[src/rtl/sid_pkg.sv]
// Shared tt_um_sid sizing: sample width, PWM resolution and the derived carrier period.
package sid_pkg;

  localparam int SID_SAMPLE_W   = 12;
  localparam int SID_PWM_BITS   = 8;
  localparam int SID_PWM_PERIOD = 1 << SID_PWM_BITS;
  localparam int SID_FRAC_W     = SID_SAMPLE_W - SID_PWM_BITS;

  typedef logic [SID_SAMPLE_W-1:0] sid_sample_t;

endpackage

[src/rtl/pwm_noise_shaper.sv]
// First-order error-feedback accumulator: integrates the sub-PWM fraction of each sample
// and emits a carry that bumps the duty by one count.
module pwm_noise_shaper #(
  parameter int FRAC_W = 4
) (
  input  logic              clk,
  input  logic              rst,
  input  logic [FRAC_W-1:0] frac,
  input  logic              load,
  input  logic              clear,
  output logic              carry
);

  logic [FRAC_W-1:0] err_r;
  logic [FRAC_W:0]   sum_s;

  assign sum_s = {1'b0, err_r} + {1'b0, frac};
  assign carry = sum_s[FRAC_W];

  // Residual error register; cleared while the stage is disabled.
  always_ff @(posedge clk or posedge rst) begin
    if (rst) begin
      err_r <= {FRAC_W{1'b0}};
    end else if (clear) begin
      err_r <= {FRAC_W{1'b0}};
    end else if (load) begin
      err_r <= sum_s[FRAC_W-1:0];
    end else begin
      err_r <= err_r;
    end
  end

endmodule

[src/rtl/pwm_audio_out.sv]
// Audio output stage: fixed-period PWM carrier whose duty is the noise-shaped sample,
// refreshed only at period boundaries so the output never glitches mid-period.
module pwm_audio_out
  import sid_pkg::*;
#(
  parameter int SAMPLE_W = SID_SAMPLE_W,
  parameter int PWM_BITS = SID_PWM_BITS
) (
  input  logic                clk,
  input  logic                rst,
  input  logic                ena,
  input  logic [SAMPLE_W-1:0] sample_in,
  input  logic                sample_valid,
  output logic                sample_req,
  output logic                pwm_out,
  output logic                overrun,
  output logic                underrun,
  input  logic                clr_flags
);

  localparam int FRAC_W = SAMPLE_W - PWM_BITS;

  logic [PWM_BITS-1:0] cnt_r;
  logic [PWM_BITS-1:0] cnt_nxt_s;
  logic [PWM_BITS:0]   duty_r;
  logic [PWM_BITS:0]   duty_nxt_s;
  logic [PWM_BITS:0]   duty_load_s;
  logic [SAMPLE_W-1:0] pend_r;
  logic [SAMPLE_W-1:0] src_s;
  logic                fresh_r;
  logic                pwm_r;
  logic                overrun_r;
  logic                underrun_r;
  logic                last_s;
  logic                load_s;
  logic                carry_s;
  logic                clear_s;
  logic                set_ov_s;
  logic                set_un_s;

  assign last_s      = (cnt_r == {PWM_BITS{1'b1}});
  assign load_s      = ena & last_s;
  assign clear_s     = ~ena;
  assign src_s       = sample_valid ? sample_in : pend_r;
  assign duty_load_s = {1'b0, src_s[SAMPLE_W-1:FRAC_W]} + {{PWM_BITS{1'b0}}, carry_s};
  assign set_ov_s    = sample_valid & fresh_r;
  assign set_un_s    = load_s & ~fresh_r & ~sample_valid;

  assign sample_req = load_s;
  assign pwm_out    = pwm_r;
  assign overrun    = overrun_r;
  assign underrun   = underrun_r;

  pwm_noise_shaper #(
    .FRAC_W (FRAC_W)
  ) u_shaper (
    .clk   (clk),
    .rst   (rst),
    .frac  (src_s[FRAC_W-1:0]),
    .load  (load_s),
    .clear (clear_s),
    .carry (carry_s)
  );

  // Next counter/duty; duty only changes on the wrap edge so a period is never split.
  always_comb begin
    cnt_nxt_s  = {PWM_BITS{1'b0}};
    duty_nxt_s = {(PWM_BITS+1){1'b0}};
    if (ena) begin
      cnt_nxt_s  = cnt_r + {{(PWM_BITS-1){1'b0}}, 1'b1};
      duty_nxt_s = load_s ? duty_load_s : duty_r;
    end else begin
      cnt_nxt_s  = {PWM_BITS{1'b0}};
      duty_nxt_s = {(PWM_BITS+1){1'b0}};
    end
  end

  // Carrier state; pwm is compared against next-state values so it lines up with cnt.
  always_ff @(posedge clk or posedge rst) begin
    if (rst) begin
      cnt_r  <= {PWM_BITS{1'b0}};
      duty_r <= {(PWM_BITS+1){1'b0}};
      pwm_r  <= 1'b0;
    end else begin
      cnt_r  <= cnt_nxt_s;
      duty_r <= duty_nxt_s;
      pwm_r  <= ({1'b0, cnt_nxt_s} < duty_nxt_s);
    end
  end

  // Pending sample capture, tracked even while disabled.
  always_ff @(posedge clk or posedge rst) begin
    if (rst) begin
      pend_r  <= {1'b1, {(SAMPLE_W-1){1'b0}}};
      fresh_r <= 1'b0;
    end else begin
      if (sample_valid) begin
        pend_r <= sample_in;
      end else begin
        pend_r <= pend_r;
      end
      if (load_s) begin
        fresh_r <= 1'b0;
      end else if (sample_valid) begin
        fresh_r <= 1'b1;
      end else begin
        fresh_r <= fresh_r;
      end
    end
  end

  // Sticky status flags; a same-cycle set beats the clear.
  always_ff @(posedge clk or posedge rst) begin
    if (rst) begin
      overrun_r  <= 1'b0;
      underrun_r <= 1'b0;
    end else begin
      if (set_ov_s) begin
        overrun_r <= 1'b1;
      end else if (clr_flags) begin
        overrun_r <= 1'b0;
      end else begin
        overrun_r <= overrun_r;
      end
      if (set_un_s) begin
        underrun_r <= 1'b1;
      end else if (clr_flags) begin
        underrun_r <= 1'b0;
      end else begin
        underrun_r <= underrun_r;
      end
    end
  end

endmodule
[config.mk]
export PLATFORM = sky130hd
export DESIGN_NAME = pwm_audio_out
export DESIGN_NICKNAME = d
export VERILOG_FILES = /design/src/rtl/sid_pkg.sv /design/src/rtl/pwm_noise_shaper.sv /design/src/rtl/pwm_audio_out.sv
export SDC_FILE = /design/constraint.sdc
export NUM_CORES = 1
export LEC_CHECK = 0
export BUFFER_PORTS_ARGS = -buffer_cell sky130_fd_sc_hd__clkbuf_2
export CAP_MARGIN = 20
export CORE_MARGIN = 8
export CORE_UTILIZATION = 50
export DETAILED_ROUTE_END_ITERATION = 8
export GPL_TIMING_DRIVEN = 1
export PLACE_DENSITY = 0.81
export SLEW_MARGIN = 20
export SYNTH_ARGS = -nofsm -noshare
export SYNTH_HDL_FRONTEND = slang
export SYNTH_HIERARCHICAL = 1
export SYNTH_SLANG_ARGS = --single-unit
[constraint.sdc]
create_clock -name clk -period 3.6 [get_ports clk]
set_clock_uncertainty 0.2 [all_clocks]
set_input_delay 0.18 -clock clk [delete_from_list [all_inputs] [get_ports clk]]
set_output_delay 0.18 -clock clk [all_outputs]
set_load 0.005 [all_outputs]
# [Yosys cells after proc, flatten, opt, wreduce, memory -nomap -nowiden]
# Index checks and enable logic that the tools add are counted.
[totals] ff_bits=37 elab_cells=34
[classes] n_addsub=3 order_cmp=1 n_eq_ne=2 muxes=11 bitwise_logic=6 n_reduce_logical=3
[op_table] op="$mux 9" count=2
[op_table] op="$mux 12" count=1
[op_table] op="$add 8x1->9" count=1
[op_table] op="$lt 8x9->1" count=1
[op_table] op="$add 8x1->8 const B" count=1
[op_table] op="$eq 8x8->1 const B" count=1
[op_table] op="$mux 4" count=2
[op_table] op="$mux 8" count=1
[op_table] op="$reduce_bool 2->1" count=3
[op_table] op="$add 4x4->5" count=1
[op_table] op="$mux 1" count=5
[op_table] op="$and 1x1->1" count=4
[op_table] op="$ne 2x1->1 const B" count=1
[op_table] op="$not 1->1" count=2

# [Depth between registers and ports, before layout]
[depth] word_depth=6 depth_mapped=18 mapped_depth_nobuf=16

# [Cells and area by module]
# The synthesis kept the hierarchy.
[modules_own_cells] module="pwm_audio_out" n_inst=1 cells_per_inst=156 area_each_um2=1706.6 seq_area_each_um2=827.0
[modules_own_cells] module="pwm_noise_shaper" n_inst=1 cells_per_inst=28 area_each_um2=299.0 seq_area_each_um2=100.1

# [Least setup slack after synthesis]
# No wires, ideal clock.
[synth_timing] kind="input port to flip-flop" startpoint="input sample_valid" endpoint="register pwm_r (netlist: pwm_out)" arrival_time_ns=3.595 path_slack_ns=-0.273 stages=18 path_buffers=2 cell_sequence="buf_2 > buf_2 > mux2_2 > ha_1 > fa_1 > a21o_2 > a21o_1 > ha_1 > ha_1 > o21ai_2 > a21oi_1 > xnor2_1 > o21a_1 > ha_1 > a21o_1 > a21oi_1 > o21ai_0 > o21bai_1"
[synth_via] elab_chain_len=6
[synth_rtl] item="start, declared" line_no="pwm_audio_out.sv:13" text="input logic sample_valid,"
[synth_rtl] item="$mux 12"
[synth_rtl] item="net src_s[0]" line_no="pwm_audio_out.sv:29" text="logic [SAMPLE_W-1:0] src_s;"
[synth_rtl] item="$add 4x4->5" line_no="pwm_noise_shaper.sv:17" text="assign sum_s = {1'b0, err_r} + {1'b0, frac};"
[synth_rtl] item="net carry_s" line_no="pwm_audio_out.sv:36" text="logic carry_s;"
[synth_rtl] item="$add 8x1->9" line_no="pwm_audio_out.sv:45" text="assign duty_load_s = {1'b0, src_s[SAMPLE_W-1:FRAC_W]} + {{PWM_BITS{1'b0}}, carry_s};"
[synth_rtl] item="$mux 9" line_no="pwm_audio_out.sv:71" text="duty_nxt_s = load_s ? duty_load_s : duty_r;"
[synth_rtl] item="$mux 9" line_no="pwm_audio_out.sv:69" text="if (ena) begin"
[synth_rtl] item="$lt 8x9->1" line_no="pwm_audio_out.sv:87" text="pwm_r <= ({1'b0, cnt_nxt_s} < duty_nxt_s);"
[synth_rtl] item="end signal, assigned" line_no="pwm_audio_out.sv:87"
[synth_rtl] item="end, declared" line_no="pwm_audio_out.sv:31" text="logic pwm_r;"
# The timed path passes the listed nets, and every way through them passes these cells.
# A chain may end at the register's enable or synchronous reset.

# [Worst setup path after layout]
[layout_timing] startpoint="register pend_r[0]" endpoint="register pwm_r (netlist: pwm_out)"
[layout_via] elab_chain_len=6
[layout_rtl] item="start, declared" line_no="pwm_audio_out.sv:28" text="logic [SAMPLE_W-1:0] pend_r;"
[layout_rtl] item="start signal, assigned" line_no="pwm_audio_out.sv:94" text="pend_r <= {1'b1, {(SAMPLE_W-1){1'b0}}};"
[layout_rtl] item="start signal, assigned" line_no="pwm_audio_out.sv:98" text="pend_r <= sample_in;"
[layout_rtl] item="start signal, assigned" line_no="pwm_audio_out.sv:100" text="pend_r <= pend_r;"
[layout_rtl] item="$mux 12"
[layout_rtl] item="net src_s[0]" line_no="pwm_audio_out.sv:29"
[layout_rtl] item="$add 4x4->5" line_no="pwm_noise_shaper.sv:17"
[layout_rtl] item="net carry_s" line_no="pwm_audio_out.sv:36"
[layout_rtl] item="$add 8x1->9" line_no="pwm_audio_out.sv:45"
[layout_rtl] item="$mux 9" line_no="pwm_audio_out.sv:71"
[layout_rtl] item="$mux 9" line_no="pwm_audio_out.sv:69"
[layout_rtl] item="$lt 8x9->1" line_no="pwm_audio_out.sv:87"
# The timed path passes the listed nets, and every way through them passes these cells.

==> results by group <==
Status
  • Outcome: complete, no violations

Power and ir drop
  • Comb pwr share: 13.1%
  • Sequential share of power: a little under half
  • Power per cell area: around 360 nW/um^2
  • Switching power share of the total: approximately a quarter
  • Net Sw Power: 0.2219 mW
  • IR Drop Worst-Case VDD: between 200 and 250 uV
  • Power Internal: just over 0.7 mW
  • Leak: 1.223 nW
  • Clk pwr share: between 30% and 40%

Placement
  • Dpl cells: 256
  • Placed cell areas: 2208 um^2
  • Buffers added on ports: 20
  • Final Wtd Congestion: between 0.8 and 0.9
  • Post-DP HPWL: about 3000 um

Synth
  • Yosys reg bits: 37
  • Post-synthesis cell type count: 42
  • Fraction of registers with async set/reset: between 90% and 100%
  • YS warnings: 6
  • Mapped Cells: ~180
  • Post-synth top flop: dfrtp_1
  • Seq/Total Area, Yosys: approximately 46%
  • Syn Area/Cell: 10.90 um^2
  • Post-Syn Area: 2006 um^2
  • Syn_nets: 217
  • Post-synth EDFFs: 0

Setup path
  • Worst Path Max Fanout: 3
  • CP arrival: ~3.5 ns
  • Worst EP required: approximately 3.6 ns
  • CP endpoint kind: flip-flop
  • CP Launch Type: flip-flop
  • Setup CP Type: flip-flop to flip-flop

Cells and area
  • Final #Nets: 264
  • Design area: roughly 2600 um^2
  • Layout cells sized above 1: between 30% and 40%
  • Final Non-Filler Cells: between 200 and 300
  • # diodes: 0
  • Area grow syn2layout: 29.57%

STA
  • F_max: about 0.28 GHz
  • Final Hold Vio Count: 0
  • WHS: just over 0.007 ns
  • Slew @ Worst Pin: between 0.4 and 0.5 ns
  • Final-report max-slew violation count: 0
  • Slew margin rel.: roughly 73%
  • Final period util: 97.48%
  • Crit path time final: ~3.5 ns
  • RSZ-0062 raised after global routing: true
  • Number of setup violations in the final report: 0

Clock tree
  • Clock transition at path regs: around 0.080 ns
  • Clk Latency, worst-skew pair: 0.29 ns
  • Clk buf depth: 2
  • H-tree depth reported by CTS: 2
  • TritonCTS clock tree: yes
  • Clock root cell: clkbuf_8
  • Num CTS Buffers: 5
  • CTS sink count: 37

Route
  • Vias per cell: between 5 and 6
  • DR WL/cell: around 16 um
  • Routed WL: roughly 4500 um
  • Post-route DRC: 0
  • Vias after detailed routing: 1537
  • DRT Pass-1 Iters: 4
  • Antenna-violating nets left: 0
  • Initial drt markers: between 70 and 80

GRT
  • Initial antenna violation count: 0
  • GR Overflow Total: 0
  • First-pass GRT wire length: ~7600 um
  • Total global-route track usage: between 15 and 20%
  • Largest net degree at the start of global routing: 24
  • Vias in the first global route: between 1500 and 2000

Floorplan
  • Die Wd: around 79 um
  • Core area: about 3900 um^2
  • Starting Density: around 50%
  • Num rows: 23
  • Die Span Y: between 70 and 80 um
  • I/O pin total: 21
  • Die ar.: 6294 um^2

Flow run
  • Max Cap Viol: 0

Worst hold path
  • Hold crit path type: input pin to flip-flop
-- power by group through the flow --
stage          combinational [mW]  sequential, mW  clock [mW]
6_report                    0.124           0.444       0.373
5_1_grt                     0.138           0.446       0.401
4_1_cts                     0.113           0.444       0.381
3_5_place_dp               0.0980           0.452           0
3_3_place_gp               0.0953           0.451           0
2_1_floorplan              0.0674           0.449           0
-- cell usage after synthesis (2+ instances only) --
cell type,n,area [um^2]
mux2_2,8,90.09
xnor2_1,7,61.31
inv_1,12,45.04
nand3_1,12,60.06
xor2_1,6,52.55
dfrtp_1,36,900.9
a211oi_1,2,15.01
nand2_1,13,48.80
a21o_1,2,15.01
mux2i_1,6,60.06
nand4_1,4,25.02
o21ai_0,5,25.02
ha_1,15,187.7
buf_2,3,15.01
nor2b_1,2,12.51
nor2_1,14,52.55
a22o_1,2,17.52
a21oi_1,5,25.02
o21a_1,7,52.55
-- worst paths after layout --
check | from | end | slack, ns | cells after the start
max | pend_r[0] | pwm_out | 0.09 | 16
min | sample_in[4] | pend_r[4] | 0.007 | 2
max reg2reg | pend_r[0] | pwm_out | 0.09 | 16
min reg2reg | duty_r[3] | duty_r[3] | 0.30 | 2
max in group asynchronous | rst | pend_r[11] | 2.29 | 4
min in group asynchronous | rst | u_shaper/err_r[1] | 0.10 | 3
-- registers in the layout, summed over array words and instances (netlist names) --
register,flops
duty_r,9
pwm_out,1
cnt_r,8
fresh_r,1
underrun,1
u_shaper/err_r,4
overrun,1
pend_r,12
-- layout make-up --
type | instances | area (um^2)
flip-flops and latches | 37 | 927.1
multi-input cells | 130 | 1125
inverters | 13 | 48.80
fillers | 293 | 1344
clock inverters | 2 | 37.54
well taps | 50 | 62.56
repair buffers | 44 | 315.3
clock buffers | 6 | 82.58
-- placed cells by master, fill, tap and decap left out, types with 2 or more instances in the layout --
cell | Yosys | layout
clkbuf_8 | 0 | 6
ha_1 | 15 | 10
buf_4 | 1 | 12
inv_1 | 12 | 12
xor2_1 | 6 | 6
dfrtp_1 | 36 | 36
o21ai_0 | 5 | 4
mux2_4 | 0 | 2
ha_4 | 0 | 5
nor2b_1 | 2 | 2
nand2_1 | 13 | 12
xnor2_1 | 7 | 6
dlygate4sd3_1 | 0 | 13
o21a_1 | 7 | 7
nand4_1 | 4 | 4
a21o_1 | 2 | 2
clkbuf_2 | 0 | 19
mux2_2 | 8 | 6
nand3_1 | 12 | 11
mux2i_1 | 6 | 6
nor2_1 | 14 | 14
a21oi_2 | 1 | 4
a21oi_1 | 5 | 2
a22o_1 | 2 | 2
-- what timing repair did --
item	CTS	global route
hold buffers	13	0
setup buffers	1	5
resized for setup	4	12
setup endpoints to repair	1	1
hold endpoints to repair	26	0
pin swaps	3	16
-- metrics by stage --
step                      TNS [ns]  power, mW  setup slack [ns]  utilization, %
after floorplan                  0     0.5168          0.006029               -
after global placement           0     0.5462           0.07469           56.01
after detailed placement  -0.05478     0.5501          -0.05478           56.01
after CTS                        0     0.9376           0.02282           63.41
after global routing      -0.03292     0.9853          -0.03292           65.92
final                            0     0.9406           0.09073           65.92
-- routing by layer --
metal	routed length, um	track usage, %	part of all wire (%)
met4	62	5.926	1.4
met3	161	3.950	3.6
met5	0	0	0
met1	1976	18.36	44
met2	2332	26.54	51
-- worst max-delay path: stages (launching register included) --
cell	delay, ns
dfrtp_1	0.39
mux2_4	0.29
ha_4	0.17
fa_2	0.33
a21o_2	0.19
a21o_1	0.22
ha_4	0.18
ha_4	0.16
o21ai_4	0.08
a21oi_2	0.07
xnor2_2	0.15
o21a_1	0.20
ha_1	0.32
a21o_1	0.18
a21oi_2	0.10
o21ai_1	0.07
o21bai_1	0.14
-- kinds of logic (layout without fill, tap and decap cells) --
logic type,after synthesis,in the layout,synth area share (%)
compound gates,32,32,12.10
mux,14,14,7.486
simple gates,55,55,14.60
xor+xnor,13,13,5.677
fa+ha+maj,16,16,10.36
buf+inv,17,65,3.555
flops,37,37,46.23
Power figures use the tool's default switching activity.
